## config.mk

```make
export PLATFORM = sky130hd
export DESIGN_NAME = encoder_rate_meter
export DESIGN_NICKNAME = d
export VERILOG_FILES = /design/src/rtl/encoder_rate_meter_pkg.sv /design/src/rtl/encoder_rate_meter_rate_sat_acc.sv /design/src/rtl/encoder_rate_meter.sv
export SDC_FILE = /design/constraint.sdc
export NUM_CORES = 1
export LEC_CHECK = 0
export ABC_AREA = 1
export CAP_MARGIN = 20
export CORE_AREA = 2 2 101 103
export DETAILED_ROUTE_END_ITERATION = 7
export DIE_AREA = 0 0 103 105
export PLACE_DENSITY = 0.71
export SYNTH_ARGS = -nofsm -noshare
export SYNTH_HDL_FRONTEND = slang
export SYNTH_HIERARCHICAL = 1
export SYNTH_SLANG_ARGS = --single-unit
```

## constraint.sdc

```tcl
create_clock -name CLK -period 4.6 [get_ports CLK]
set_clock_uncertainty 0.1 [all_clocks]
set_input_delay 0.69 -clock CLK [delete_from_list [all_inputs] [get_ports CLK]]
set_output_delay 0.69 -clock CLK [all_outputs]
set_load 0.01 [all_outputs]
```

## src/rtl/encoder_rate_meter_pkg.sv

```systemverilog
// Shared state encoding, default widths and saturation limits for the
// encoder rate meter.
package encoder_rate_meter_pkg;

  typedef enum logic [1:0] {IDLE, PRIME, RUN} state_t;

  localparam int CW_DEFAULT = 8;
  localparam int RW_DEFAULT = 16;

  function automatic longint satMax(input int rw);
    return (longint'(1) <<< (rw - 1)) - 1;
  endfunction

  function automatic longint satMin(input int rw);
    return -(longint'(1) <<< (rw - 1));
  endfunction

endpackage

```

## src/rtl/encoder_rate_meter_rate_sat_acc.sv

```systemverilog
// Signed window accumulator; presents the saturated value of acc+delta so the
// top level can capture the result on the same cycle the last delta arrives.
module encoder_rate_meter_rate_sat_acc
  import encoder_rate_meter_pkg::*;
#(
  parameter int CW = CW_DEFAULT,
  parameter int RW = RW_DEFAULT
) (
  input  logic          clk,
  input  logic          rst,
  input  logic          clr,
  input  logic          add,
  input  logic [CW-1:0] delta,
  output logic [RW-1:0] satSum
);

  localparam logic [RW-1:0] MAXV = RW'(satMax(RW));
  localparam logic [RW-1:0] MINV = RW'(satMin(RW));

  logic [RW:0] acc;
  logic [RW:0] sum;

  assign sum = acc + {{(RW + 1 - CW){delta[CW-1]}}, delta};

  // One guard bit above RW: the top two bits differing means the sum left the RW range.
  always_comb begin
    satSum = sum[RW-1:0];
    if (sum[RW] != sum[RW-1]) begin
      satSum = sum[RW] ? MINV : MAXV;
    end
  end

  always_ff @(posedge clk or posedge rst) begin
    if (rst) begin
      acc <= '0;
    end else if (clr) begin
      acc <= '0;
    end else if (add) begin
      acc <= sum;
    end
  end

endmodule

```

## src/rtl/encoder_rate_meter.sv

```systemverilog
// Gated rate meter: every GATE_CYCLES clocks reports the signed net change of
// an 8-bit wrapping pulse count, held under a valid/ack handshake.
module encoder_rate_meter
  import encoder_rate_meter_pkg::*;
#(
  parameter int CW          = CW_DEFAULT,
  parameter int RW          = RW_DEFAULT,
  parameter int GATE_CYCLES = 10000
) (
  input  logic          CLK,
  input  logic          RST,
  input  logic          En,
  input  logic          Clear,
  input  logic [CW-1:0] Count,
  output logic [RW-1:0] Rate,
  output logic          Rate_Valid,
  input  logic          Rate_Ack,
  output logic          Overrun
);

  localparam int GW = $clog2(GATE_CYCLES);
  localparam logic [GW-1:0] GATE_LAST = GW'(GATE_CYCLES - 1);

  state_t        state;
  logic [GW-1:0] gate;
  logic [CW-1:0] prev;
  logic [CW-1:0] delta;
  logic [RW-1:0] satSum;
  logic          accAdd;
  logic          accClr;
  logic          windowEnd;

  // Modular difference turns counter wrap-around into a small signed step.
  assign delta     = Count - prev;
  assign accAdd    = (state == RUN) && En;
  assign windowEnd = accAdd && (gate == GATE_LAST);
  assign accClr    = Clear || !accAdd || windowEnd;

  encoder_rate_meter_rate_sat_acc #(
    .CW(CW),
    .RW(RW)
  ) u_acc (
    .clk   (CLK),
    .rst   (RST),
    .clr   (accClr),
    .add   (accAdd),
    .delta (delta),
    .satSum(satSum)
  );

  always_ff @(posedge CLK or posedge RST) begin
    if (RST) begin
      state      <= IDLE;
      gate       <= '0;
      prev       <= '0;
      Rate       <= '0;
      Rate_Valid <= 1'b0;
      Overrun    <= 1'b0;
    end else if (Clear) begin
      state      <= En ? PRIME : IDLE;
      gate       <= '0;
      Rate       <= '0;
      Rate_Valid <= 1'b0;
      Overrun    <= 1'b0;
    end else begin
      if (Rate_Valid && Rate_Ack) begin
        Rate_Valid <= 1'b0;
      end
      case (state)
        IDLE: begin
          gate <= '0;
          if (En) begin
            state <= PRIME;
          end
        end
        PRIME: begin
          prev  <= Count;
          gate  <= '0;
          state <= RUN;
        end
        RUN: begin
          if (!En) begin
            gate  <= '0;
            state <= IDLE;
          end else begin
            prev <= Count;
            // A new result always wins over a same-cycle ack of the old one.
            if (windowEnd) begin
              gate       <= '0;
              Rate       <= satSum;
              Rate_Valid <= 1'b1;
              if (Rate_Valid && !Rate_Ack) begin
                Overrun <= 1'b1;
              end
            end else begin
              gate <= gate + GW'(1);
            end
          end
        end
        default: state <= IDLE;
      endcase
    end
  end

endmodule

```

==> run metrics, run 1 <==
Chip Height 105 um; synth top area cells dfrtp_1, nand2_1, inv_1; Overflow after GRT 0; Synth top cells by count nand2_1, inv_1, dfrtp_1, nand3_1, nor2_1; post-cts gate resize count 0; CP arrival 4.32 ns; TritonRoute pass-1 iters 5; Hold Fails Final Rpt 0; Hold WC Path Type flip-flop to flip-flop; largest net degree at the start of global routing 43; fin util 0.5249; prevailing post-synth register cell dfrtp_1; FILL cells 982; final period utilization 0.9131; Hold Slack 0.3921 ns; num ports 31; Post-Syn Area per Cell 7.059 um^2; Area growth, synth to finish 17.69%; Synth Register Bits 59; Worst Max-Slew Pin Slew 1.015 ns; clock sink count 59; yosys warns 6; clock latency on the worst-skew pair 0.35 ns; Worst Setup Start Kind input port; Overall Global Routing Usage 0.1988; Max Cap Viol 0; CP Class input port to flip-flop; Clock Pin Slew Worst Setup and Hold Paths 0.07 ns; Cell Pwr Density 395.3 mW/mm^2; LEAKAGE 2.771 nW; die footprint 0.01082 mm^2; Unique masters post-synth 37; TritonCTS clock tree yes; initial antenna violation count 0; DR DRC count 0; Initial Utilization 0.4460; Setup Viol. Count Final 0; Synth top area share 0.3434; top-count cell post-synth nand2_1; CTS Hold Buffers Added 0; root buf cell clkbuf_8; first-pass GRT wire length 17.32 mm; worst-path fanout max 12; gpl congestion 0.9464; DR WL/cell 12.51 um; crit path capture type flip-flop; total routed wirelength 9.934 mm; Cells after Synth 609; status completed; # nets final 697; asr flop ratio synth 1.000; Mapped Area 0.004299 mm^2; Slew headroom 0.3196; reg-to-reg setup timing slack 0.82 ns; Yosys top cell by area dfrtp_1; syn_nets 650; Critical Path Max Stage Delay 0.42 ns; Bufs on Longest Clock Path 2; Initial DRC Count 190; Fmax 238.1 MHz; diodes inserted 0; die width 103 um; dpl cells 778; Inserted Clock Buffers 9; CORE AREA 0.009639 mm^2; part of the Yosys area used for sequential elements 0.3434; Crit path top cell by count nand2_1; WP data required 4.72 ns; Antenna Nets Post-Route 0; IO buf count 30; via/cell ratio 4.888; post-CTS setup buffer count 0; layout cells sized above 1 0.1059; Critical-path top delay cell clkdlybuf4s50_1; number of global-route vias before repair 3852; Post-DP HPWL 7.599 mm; EDFF count, synth 0; Cell Chain, Critical Path clkdlybuf4s50_1 > ha_1 > nand2_1 > o21ai_0 > nand2_1 > nand3_1 > nand2_2 > ha_1 > nand2_1 > nand2_1 > nand2_1 > nand2_1 > a21oi_1 > nand3b_1 > nand2_1 > inv_1 > ha_1 > inv_1 > buf_12 > nand2_1 > nand2_4 > nand2_1 > nand2_1; DR vias 3881; non-filler cells, final 794; crit path time final 4.200 ns; WP buf/inv 4; peak supply drop 0.1870 mV; FP Rows 36; unrepaired setup endpoints after global routing false; # H-tree levels 3; max-slew violations 0; CP top delay family simple AND/OR/NAND/NOR gates
-- placed cells by master, fill, tap and decap left out, types with 3 or more instances in the layout --
cell | Yosys | layout
xor2_1 | 11 | 11
nor2_1 | 40 | 40
nand4_1 | 6 | 6
nand2_2 | 12 | 13
clkdlybuf4s50_1 | 0 | 30
or2_2 | 3 | 3
nand2_4 | 8 | 8
inv_1 | 89 | 89
xnor2_1 | 7 | 7
a21oi_1 | 14 | 14
nor3_1 | 3 | 3
buf_4 | 0 | 14
clkbuf_8 | 0 | 10
nand2_1 | 224 | 223
o21ai_0 | 16 | 16
nand3_2 | 3 | 3
inv_2 | 3 | 3
dfrtp_1 | 59 | 59
ha_1 | 26 | 24
nand3b_1 | 6 | 6
nand3_1 | 49 | 49
-- sequential cells by signal, summed over array words and instances (netlist names) --
| signal | count |
|---|---|
| Overrun | 1 |
| Rate | 16 |
| Rate_Valid | 1 |
| gate | 14 |
| prev | 8 |
| state | 2 |
| u_acc/acc | 17 |
-- layout make-up --
| cell class | instances | area [um^2] | share of cell area |
|---|---|---|---|
| Multi-Input combinational cell | 449 | 2427 | 0.4797 |
| Timing Repair Buffer | 45 | 425.4 | 0.08408 |
| Tap cell | 133 | 166.4 | 0.03289 |
| Clock buffer | 12 | 145.1 | 0.02868 |
| Sequential cell | 59 | 1476 | 0.2918 |
| Clock inverter | 4 | 73.82 | 0.01459 |
| Inverter | 92 | 345.3 | 0.06825 |
-- worst paths after layout --
kind,cells past startpoint,to,start
worst max-delay path,23,Rate[2],Count[2]
worst min register to register,2,u_acc/acc[5],u_acc/acc[5]
worst max register to register,23,Rate[2],prev[2]
max in group asynchronous,2,u_acc/acc[1],RST
min in group asynchronous,2,u_acc/acc[13],RST
worst min-delay path,2,u_acc/acc[5],u_acc/acc[5]
-- kinds of logic after synthesis --
| kind of cell | after synthesis | share of synthesized area |
|---|---|---|
| flip-flops | 59 | 0.3434 |
| XOR/XNOR | 18 | 0.03667 |
| buffers and inverters | 101 | 0.09604 |
| AO/OA/AOI/OAI | 43 | 0.06345 |
| AND/OR/NAND/NOR | 360 | 0.3754 |
| adder cells (fa/ha/maj) | 28 | 0.08498 |
-- routing by layer --
metal  GRT usage  share of wire  vias up  wire length, um
met2      0.3270           0.47       71             4688
li1            -              -     1985                -
met4     0.06109          0.012        0              123
met5           0              0        -                0
met3     0.02676          0.033       11              329
met1      0.2688           0.48     1814             4792
-- power breakdown --
group | leakage (nW) | total, mW | switching, mW | internal, mW
registers | 0.808 | 0.545 | 0.00846 | 0.537
clock network | 0.111 | 0.543 | 0.223 | 0.321
logic | 1.85 | 0.912 | 0.553 | 0.359
total | 2.77 | 2.00 | 0.784 | 1.22
-- metrics by stage --
stage / area (um^2) / TNS (ns) / worst slack, ns / total power [mW]
after floorplan: 4299 / 0 / 0.6090 / 1.235
after global placement: 4823 / -0.1515 / -0.03785 / 1.435
after detailed placement: 4823 / -0.7179 / -0.09363 / 1.454
after CTS: 5042 / 0 / 0.2488 / 2.005
after global routing: 5060 / 0 / 0.003078 / 2.146
final: 5060 / 0 / 0.3998 / 2.000
-- tightest hold or removal path: stages, from the launching register on --
cell	delay (ns)
dfrtp_1	0.35
nand2_1	0.05
nand2_1	0.06
Note: power is estimated with default switching activity, not from simulation.
==> run 2, diff against run 1 <==
--- a/config.mk
+++ b/config.mk
@@ -10,6 +10,7 @@
 export CORE_AREA = 2 2 101 103
 export DETAILED_ROUTE_END_ITERATION = 7
 export DIE_AREA = 0 0 103 105
+export GPL_TIMING_DRIVEN = 0
 export PLACE_DENSITY = 0.71
 export SYNTH_ARGS = -nofsm -noshare
 export SYNTH_HDL_FRONTEND = slang
==> run 2 against run 1 <==
Sequential power about the same. Die area unchanged. Power decreased by 5.8%. Utilization decreased by 0.44 points. Combinational power decreased by 2%. Register-to-register slack got worse by 0.06 ns. Cell count decreased by 0.76%. Sequential share of layout area increased by 0.25 points. Wire length decreased by 2.9%. First-iteration DRC count increased by 16%. Critical path depth decreased by 1. Maximum frequency decreased by 2.2%.
==> run metrics, run 2 (synthesis gave the netlist of run 1 again) <==
Hold EP u_acc/acc[13] (was u_acc/acc[5]); non-filler cells, final 788 (was 794); Slew headroom 0.4092 (was 0.3196); Pwr Total 1.884 mW (was 2.000 mW); layout cells sized above 1 0.1053 (was 0.1059); fin area 0.005017 mm^2 (was 0.005060 mm^2); die footprint 0.01082 mm^2 (unchanged); multi-input logic area 0.002477 mm^2 (was 0.002427 mm^2); min-delay src u_acc/acc[13] (was u_acc/acc[5]); max-slew violations 0 (unchanged); clock sink count 59 (unchanged); Post-DP HPWL 7.440 mm (was 7.599 mm); DP Area 0.004766 mm^2 (was 0.004823 mm^2); Bufs on Longest Clock Path 2 (unchanged); Initial DRC Count 220 (was 190); clock latency on the worst-skew pair 0.35 ns (about the same); Inserted Clock Buffers 9 (unchanged); worst slack, placed -0.6525 ns (was -0.09363 ns); Cell Chain, Critical Path clkdlybuf4s50_1 > ha_1 > a21o_1 > a21boi_0 > nand2_1 > nand2_1 > nand2_4 > ha_2 > nand2_1 > nor3_1 > nand2_1 > nand2_1 > nand2_1 > nand2_1 > inv_1 > ha_2 > inv_1 > clkbuf_4 > nand2_1 > nand2_4 > nand2_1 > nand2_1 (was clkdlybuf4s50_1 > ha_1 > nand2_1 > o21ai_0 > nand2_1 > nand3_1 > nand2_2 > ha_1 > nand2_1 > nand2_1 > nand2_1 > nand2_1 > a21oi_1 > nand3b_1 > nand2_1 > inv_1 > ha_1 > inv_1 > buf_12 > nand2_1 > nand2_4 > nand2_1 > nand2_1); DR DRC count 0 (unchanged); Overflow after GRT 0 (unchanged); Pint 1.104 mW (was 1.216 mW); biggest regs u_acc/acc: 17 flops, Rate: 16 flops, gate: 14 flops (unchanged); crit path capture type flip-flop (unchanged); Worst Max-Slew Pin Slew 0.8863 ns (was 1.015 ns); Worst Setup Start Kind input port (unchanged); diodes inserted 0 (unchanged); Gate power share 0.475 (was 0.456); Max Cap Viol 0 (unchanged); Antenna Nets Post-Route 0 (unchanged); TritonRoute pass-1 iters 4 (was 5); DR vias 3842 (was 3881); RR Endpoint Rate[7] (was Rate[2]); Chip Height 105 um (unchanged); Initial Utilization 0.4460 (unchanged); total routed wirelength 9.644 mm (was 9.934 mm); gpl congestion 0.8840 (was 0.9464); root buf cell clkbuf_8 (unchanged); post-CTS setup buffer count 0 (unchanged); Hold WC Path Type flip-flop to flip-flop (unchanged); register area 0.001476 mm^2 (unchanged); CTS Hold Buffers Added 0 (unchanged); Reg with most FFs u_acc/acc (unchanged); Clock Power Share 0.235 (was 0.272); number of global-route vias before repair 3727 (was 3852); first-pass GRT wire length 16.64 mm (was 17.32 mm); DR WL/cell 12.24 um (was 12.51 um); # H-tree levels 3 (unchanged); Hold Slack 0.3881 ns (was 0.3921 ns); final period utilization 0.9336 (was 0.9131); Fmax 232.8 MHz (was 238.1 MHz); switching share of power 0.4138 (was 0.3921); TritonCTS clock tree yes (unchanged); status completed (unchanged); crit path time final 4.295 ns (was 4.200 ns); hold path depth 2 (unchanged); Clock Pin Slew Worst Setup and Hold Paths 0.07 ns (about the same); WP data required 4.74 ns (was 4.72 ns); dpl cells 772 (was 778); num ports 31 (unchanged); Crit path top cell by count nand2_1 (unchanged); worst-path fanout max 10 (was 12); FP Rows 36 (unchanged); Cell Pwr Density 375.5 mW/mm^2 (was 395.3 mW/mm^2); reg-to-reg setup timing slack 0.76 ns (was 0.82 ns); IO buf count 30 (unchanged); fin util 0.5205 (was 0.5249); Critical-path top delay cell clkdlybuf4s50_1 (unchanged); Critical Path Max Stage Delay 0.44 ns (was 0.42 ns); initial antenna violation count 0 (unchanged); largest net degree at the start of global routing 43 (unchanged); Worst R2R Path Depth 22 (was 23); Overall Global Routing Usage 0.1934 (was 0.1988); Setup Viol. Count Final 0 (unchanged); CORE AREA 0.009639 mm^2 (unchanged); most frequent cells in the layout nand2_1, inv_1, dfrtp_1 (unchanged); # nets final 691 (was 697); LEAKAGE 2.700 nW (was 2.771 nW); setup TNS 0 ns (unchanged); Sw Pwr 0.7796 mW (was 0.7843 mW); max FFs per register 17 (unchanged); Seq pwr share 0.290 (was 0.272); Final WS setup 0.3053 ns (was 0.3998 ns); r2r startpoint prev[4] (was prev[2]); FILL cells 955 (was 982); CP Class input port to flip-flop (unchanged); via/cell ratio 4.876 (was 4.888); Area growth, synth to finish 16.71% (was 17.69%); Hold Fails Final Rpt 0 (unchanged); CP arrival 4.43 ns (was 4.32 ns); die width 103 um (unchanged); commonest non-fill, non-tap cell in the layout nand2_1 (unchanged); peak supply drop 0.1855 mV (was 0.1870 mV)
[run 2: cell types whose count changed in the layout (fill, tap and decap cells not counted), moves of 2 or more]
| cell | delta |
|---|---|
| buf_2 | +2 |
| buf_4 | -14 |
| buf_6 | +2 |
| bufinv_16 | -2 |
| clkinvlp_4 | +2 |
| ha_1 | -6 |
| ha_2 | +3 |
| ha_4 | +3 |
[run 2: power by group through the flow]
stage | clock (mW) | sequential (mW) | combinational, mW
after detailed placement | 0 | 0.555 | 0.847
after global placement | 0 | 0.555 | 0.827
after CTS | 0.449 | 0.546 | 0.856
after floorplan | 0 | 0.553 | 0.681
final | 0.443 | 0.545 | 0.896
after global routing | 0.475 | 0.547 | 1.01
[run 2: worst max path at each step]
stage / start / endpoint / slack (ns) / depth (start not counted)
2_1_floorplan: Count[2] / Rate[14] / 0.61 / 22
3_3_place_gp: Count[2] / Rate[14] / -0.57 / 24
3_5_place_dp: Count[2] / Rate[14] / -0.65 / 24
4_1_cts: Count[2] / Rate[7] / 0.07 / 24
5_1_grt: Count[4] / Rate[8] / -0.01 / 22
6_report: Count[4] / Rate[7] / 0.31 / 22
[run 2: critical path: cells and delay by family]
family | cells | cell delay, ns
compound gates | 2 | 0.42
fa+ha+maj | 3 | 1.21
simple gates | 13 | 1.31
buf+inv | 4 | 0.81
[run 2: per-layer routing]
metal	part of all wire	vias to the layer above	track usage
li1	-	1981	-
met1	0.46	1790	0.2503
met2	0.49	61	0.3173
met3	0.036	10	0.03813
met4	0.013	0	0.06955
met5	0	-	0
[run 2: cell type report]
class / instances / area share
Multi-Input combinational cell: 449 / 0.4938
Tap cell: 133 / 0.03317
Clock buffer: 12 / 0.03092
Buffer: 9 / 0.01421
Sequential cell: 59 / 0.2943
Inverter: 92 / 0.06883
Timing Repair Buffer: 30 / 0.05985
Clock inverter: 4 / 0.004988
[run 2: repair_timing]
action                     in CTS  in global routing
gates cloned                    0                  0
resized for setup               2                 12
setup endpoints to repair      10                 15
hold endpoints to repair        0                  0
pin swaps                       0                  0
==> run 3, diff against run 2 <==
--- a/config.mk
+++ b/config.mk
@@ -7,12 +7,11 @@
 export LEC_CHECK = 0
 export ABC_AREA = 1
 export CAP_MARGIN = 20
-export CORE_AREA = 2 2 101 103
+export CORE_AREA = 2 2 94 96
 export DETAILED_ROUTE_END_ITERATION = 7
-export DIE_AREA = 0 0 103 105
+export DIE_AREA = 0 0 96 98
 export GPL_TIMING_DRIVEN = 0
-export PLACE_DENSITY = 0.71
+export PLACE_DENSITY = 0.72
 export SYNTH_ARGS = -nofsm -noshare
 export SYNTH_HDL_FRONTEND = slang
-export SYNTH_HIERARCHICAL = 1
 export SYNTH_SLANG_ARGS = --single-unit
==> run 3 against run 2 <==
Sequential cell count is the same. Clock-buffer cell count down 1. Utilization barely moved. Critical path type unchanged. Largest power group unchanged.
==> run metrics, run 3 <==
syn_nets 508 (was 650); status completed (unchanged); biggest regs u_acc.acc: 17 flops, Rate: 16 flops, gate: 14 flops (was u_acc/acc: 17 flops, Rate: 16 flops, gate: 14 flops); Worst Setup Start Kind input port (unchanged); EDFF count, synth 0 (unchanged); diodes inserted 0 (unchanged); asr flop ratio synth 1.000 (unchanged); clock sink count 59 (unchanged); prevailing post-synth register cell dfrtp_1 (unchanged); Reg with most FFs u_acc.acc (was u_acc/acc); max FFs per register 17 (unchanged); FILL cells 769 (was 955); Area growth, synth to finish 18.90% (was 16.71%); synth top area cells dfrtp_1, nand2_1, ha_1 (was dfrtp_1, nand2_1, inv_1); crit path time final 4.291 ns (was 4.295 ns); RR Endpoint Rate[9] (was Rate[7]); peak supply drop 0.1888 mV (was 0.1855 mV); unrepaired setup endpoints after global routing false; Overall Global Routing Usage 0.1906 (was 0.1934); gpl congestion 0.9129 (was 0.8840); Overflow after GRT 0 (unchanged); Worst R2R Path Depth 22 (unchanged); via/cell ratio 5.040 (was 4.876); LEAKAGE 2.189 nW (was 2.700 nW); most frequent cells in the layout nand2_1, dfrtp_1, inv_1 (was nand2_1, inv_1, dfrtp_1); Worst Max-Slew Pin Slew 0.6130 ns (was 0.8863 ns); total routed wirelength 8.138 mm (was 9.644 mm); Post-Syn Area per Cell 7.973 um^2 (was 7.059 um^2); r2r startpoint prev[0] (was prev[4]); Pwr Total 1.765 mW (was 1.884 mW); worst slack, placed -0.6822 ns (was -0.6525 ns); num ports 31 (unchanged); largest net degree at the start of global routing 34 (was 43); yosys warns 0 (was 6); Post-DP HPWL 6.198 mm (was 7.440 mm); # H-tree levels 3 (unchanged); worst-path fanout max 10 (unchanged); CP Class input port to flip-flop (unchanged); Setup Viol. Count Final 0 (unchanged); initial antenna violation count 0 (unchanged); Final WS setup 0.3094 ns (was 0.3053 ns); part of the Yosys area used for sequential elements 0.3982 (was 0.3434); TritonRoute pass-1 iters 4 (unchanged); Max Cap Viol 0 (unchanged); Synth top area share 0.3982 (was 0.3434); Hold Fails Final Rpt 0 (unchanged); reg-to-reg setup timing slack 0.78 ns (was 0.76 ns); Crit path top cell by count nand2_1 (unchanged); TritonCTS clock tree yes (unchanged); first-pass GRT wire length 14.10 mm (was 16.64 mm); crit path capture Rate[9] (was Rate[7]); DR vias 3140 (was 3842); CTS Hold Buffers Added 0 (unchanged); Chip Height 98 um (was 105 um); fin area 0.004408 mm^2 (was 0.005017 mm^2); multi-input logic area 0.001994 mm^2 (was 0.002477 mm^2); FP Rows 34 (was 36); die width 96 um (was 103 um); WP data required 4.74 ns (about the same); crit path capture type flip-flop (unchanged); Initial Utilization 0.4379 (was 0.4460); Critical Path Max Stage Delay 0.41 ns (was 0.44 ns); fin util 0.5207 (was 0.5205); commonest non-fill, non-tap cell in the layout nand2_1 (unchanged); register area 0.001476 mm^2 (unchanged); Unique masters post-synth 37 (unchanged); CP arrival 4.43 ns (about the same); Slew headroom 0.5907 (was 0.4092); top-count cell post-synth nand2_1 (unchanged); Antenna Nets Post-Route 0 (unchanged); final period utilization 0.9327 (was 0.9336); layout cells sized above 1 0.1107 (was 0.1053); Clock Pin Slew Worst Setup and Hold Paths 0.07 ns (about the same); clock latency on the worst-skew pair 0.35 ns (about the same); number of global-route vias before repair 3077 (was 3727); DP Area 0.004163 mm^2 (was 0.004766 mm^2); die footprint 0.009408 mm^2 (was 0.01082 mm^2); DR WL/cell 13.06 um (was 12.24 um); Mapped Area 0.003707 mm^2 (was 0.004299 mm^2); CORE AREA 0.008466 mm^2 (was 0.009639 mm^2); Cells after Synth 465 (was 609); Synth top cells by count nand2_1, dfrtp_1, inv_1, nor2_1, nand3_1 (was nand2_1, inv_1, dfrtp_1, nand3_1, nor2_1); max-slew violations 0 (unchanged); DR DRC count 0 (unchanged); Cell Chain, Critical Path clkdlybuf4s50_1 > inv_1 > ha_1 > inv_1 > fa_1 > nand3_1 > nand2_1 > nand2_1 > nand2_1 > a21oi_1 > xnor2_1 > ha_1 > a21oi_2 > o21ai_1 > nand2_1 > nand3_1 > a21oi_2 > xor2_2 > inv_1 > ha_4 > nand3_4 > buf_6 > nand3_1 > nand2_1 (was clkdlybuf4s50_1 > ha_1 > a21o_1 > a21boi_0 > nand2_1 > nand2_1 > nand2_4 > ha_2 > nand2_1 > nor3_1 > nand2_1 > nand2_1 > nand2_1 > nand2_1 > inv_1 > ha_2 > inv_1 > clkbuf_4 > nand2_1 > nand2_4 > nand2_1 > nand2_1); Initial DRC Count 158 (was 220); Bufs on Longest Clock Path 2 (unchanged); IO buf count 30 (unchanged); Cell Pwr Density 400.4 mW/mm^2 (was 375.5 mW/mm^2); Critical-path top delay cell clkdlybuf4s50_1 (unchanged); # nets final 553 (was 691); Synth Register Bits 59 (unchanged); Setup crit start Count[0] (was Count[4]); root buf cell clkbuf_8 (unchanged); Fmax 233.1 MHz (was 232.8 MHz); Yosys top cell by area dfrtp_1 (unchanged); Inserted Clock Buffers 9 (unchanged); Hold WC Path Type flip-flop to flip-flop (unchanged)
[run 3: cell count changes in the layout (fill, tap and decap cells not counted), moves of 6 or more]
cell      previous run  this run
nand2_4              9         0
nand3_1             49        41
ha_1                18        27
nand2_2             12         4
a21oi_1             14        23
inv_1               88        53
nand2_1            223       117
nand3b_1             6         0
[run 3: final cells by class]
| type | count | share of cell area |
|---|---|---|
| multi-input combinational | 340 | 0.4525 |
| buffer | 7 | 0.01192 |
| inverter | 59 | 0.05024 |
| clock buffer | 11 | 0.02980 |
| tap | 108 | 0.03066 |
| sequential | 59 | 0.3349 |
| clock inverter | 5 | 0.01221 |
| timing repair buffer | 34 | 0.07777 |
[run 3: stage by stage]
step,hold slack [ns],TNS [ns],std cells
2_1_floorplan,0.3752,0,465
3_3_place_gp,0.3672,-5.755,603
3_5_place_dp,0.3692,-7.587,604
4_1_cts,0.3923,0,621
5_1_grt,0.4174,0,623
6_report,0.3870,0,623
[run 3: worst min path at each step]
| stage | from | endpoint | slack, ns | depth (start not counted) |
|---|---|---|---|---|
| 6_report | Rate[9] | Rate[9] | 0.39 | 2 |
| 5_1_grt | Rate[5] | Rate[5] | 0.42 | 2 |
| 4_1_cts | Rate[0] | Rate[0] | 0.39 | 2 |
| 3_5_place_dp | Rate[3] | Rate[3] | 0.37 | 2 |
| 3_3_place_gp | Rate[3] | Rate[3] | 0.37 | 2 |
| 2_1_floorplan | gate[1] | gate[1] | 0.38 | 2 |
[run 3: per-layer routing]
layer	share of wire	GRT usage	wire length (um)	vias to the layer above
li1	-	-	-	1596
met3	0.028	0.04552	227	11
met2	0.47	0.2949	3837	51
met5	0	0	0	-
met1	0.48	0.2607	3937	1482
met4	0.017	0.06593	136	0
[run 3: where the power goes]
| group | internal, mW | leakage, nW | switching, mW | total (mW) |
|---|---|---|---|---|
| Combinational | 0.282 | 1.29 | 0.466 | 0.748 |
| Sequential | 0.539 | 0.806 | 0.00883 | 0.548 |
| Clock | 0.249 | 0.0971 | 0.220 | 0.469 |
| Total | 1.07 | 2.19 | 0.695 | 1.76 |
[run 3: what timing repair did]
action,in CTS,in global routing
gates resized for setup,4,7
pin swaps,1,3
buffers inserted,1,2
setup endpoints to repair,10,15
cloned,0,0
[run 3: cells by family (layout without fill, tap and decap cells)]
kind of cell               count (synthesis)  count (layout)  share of synthesized area
muxes                                      1               1                   0.003037
DFF                                       59              59                     0.3982
buffers and inverters                     66             116                    0.07290
AOI/OAI and AO/OA                         57              57                    0.08809
xor gates and xnor gates                  22              22                    0.05197
and+or+nand+nor                          230             230                     0.2805
adders and majority gates                 30              30                     0.1053
[run 3: critical path: cells and delay by family]
kind	cells	cell delay, ns
simple gates	9	0.76
buf+inv	5	0.82
compound gates	4	0.64
fa+ha+maj	4	1.14
xor+xnor	2	0.38
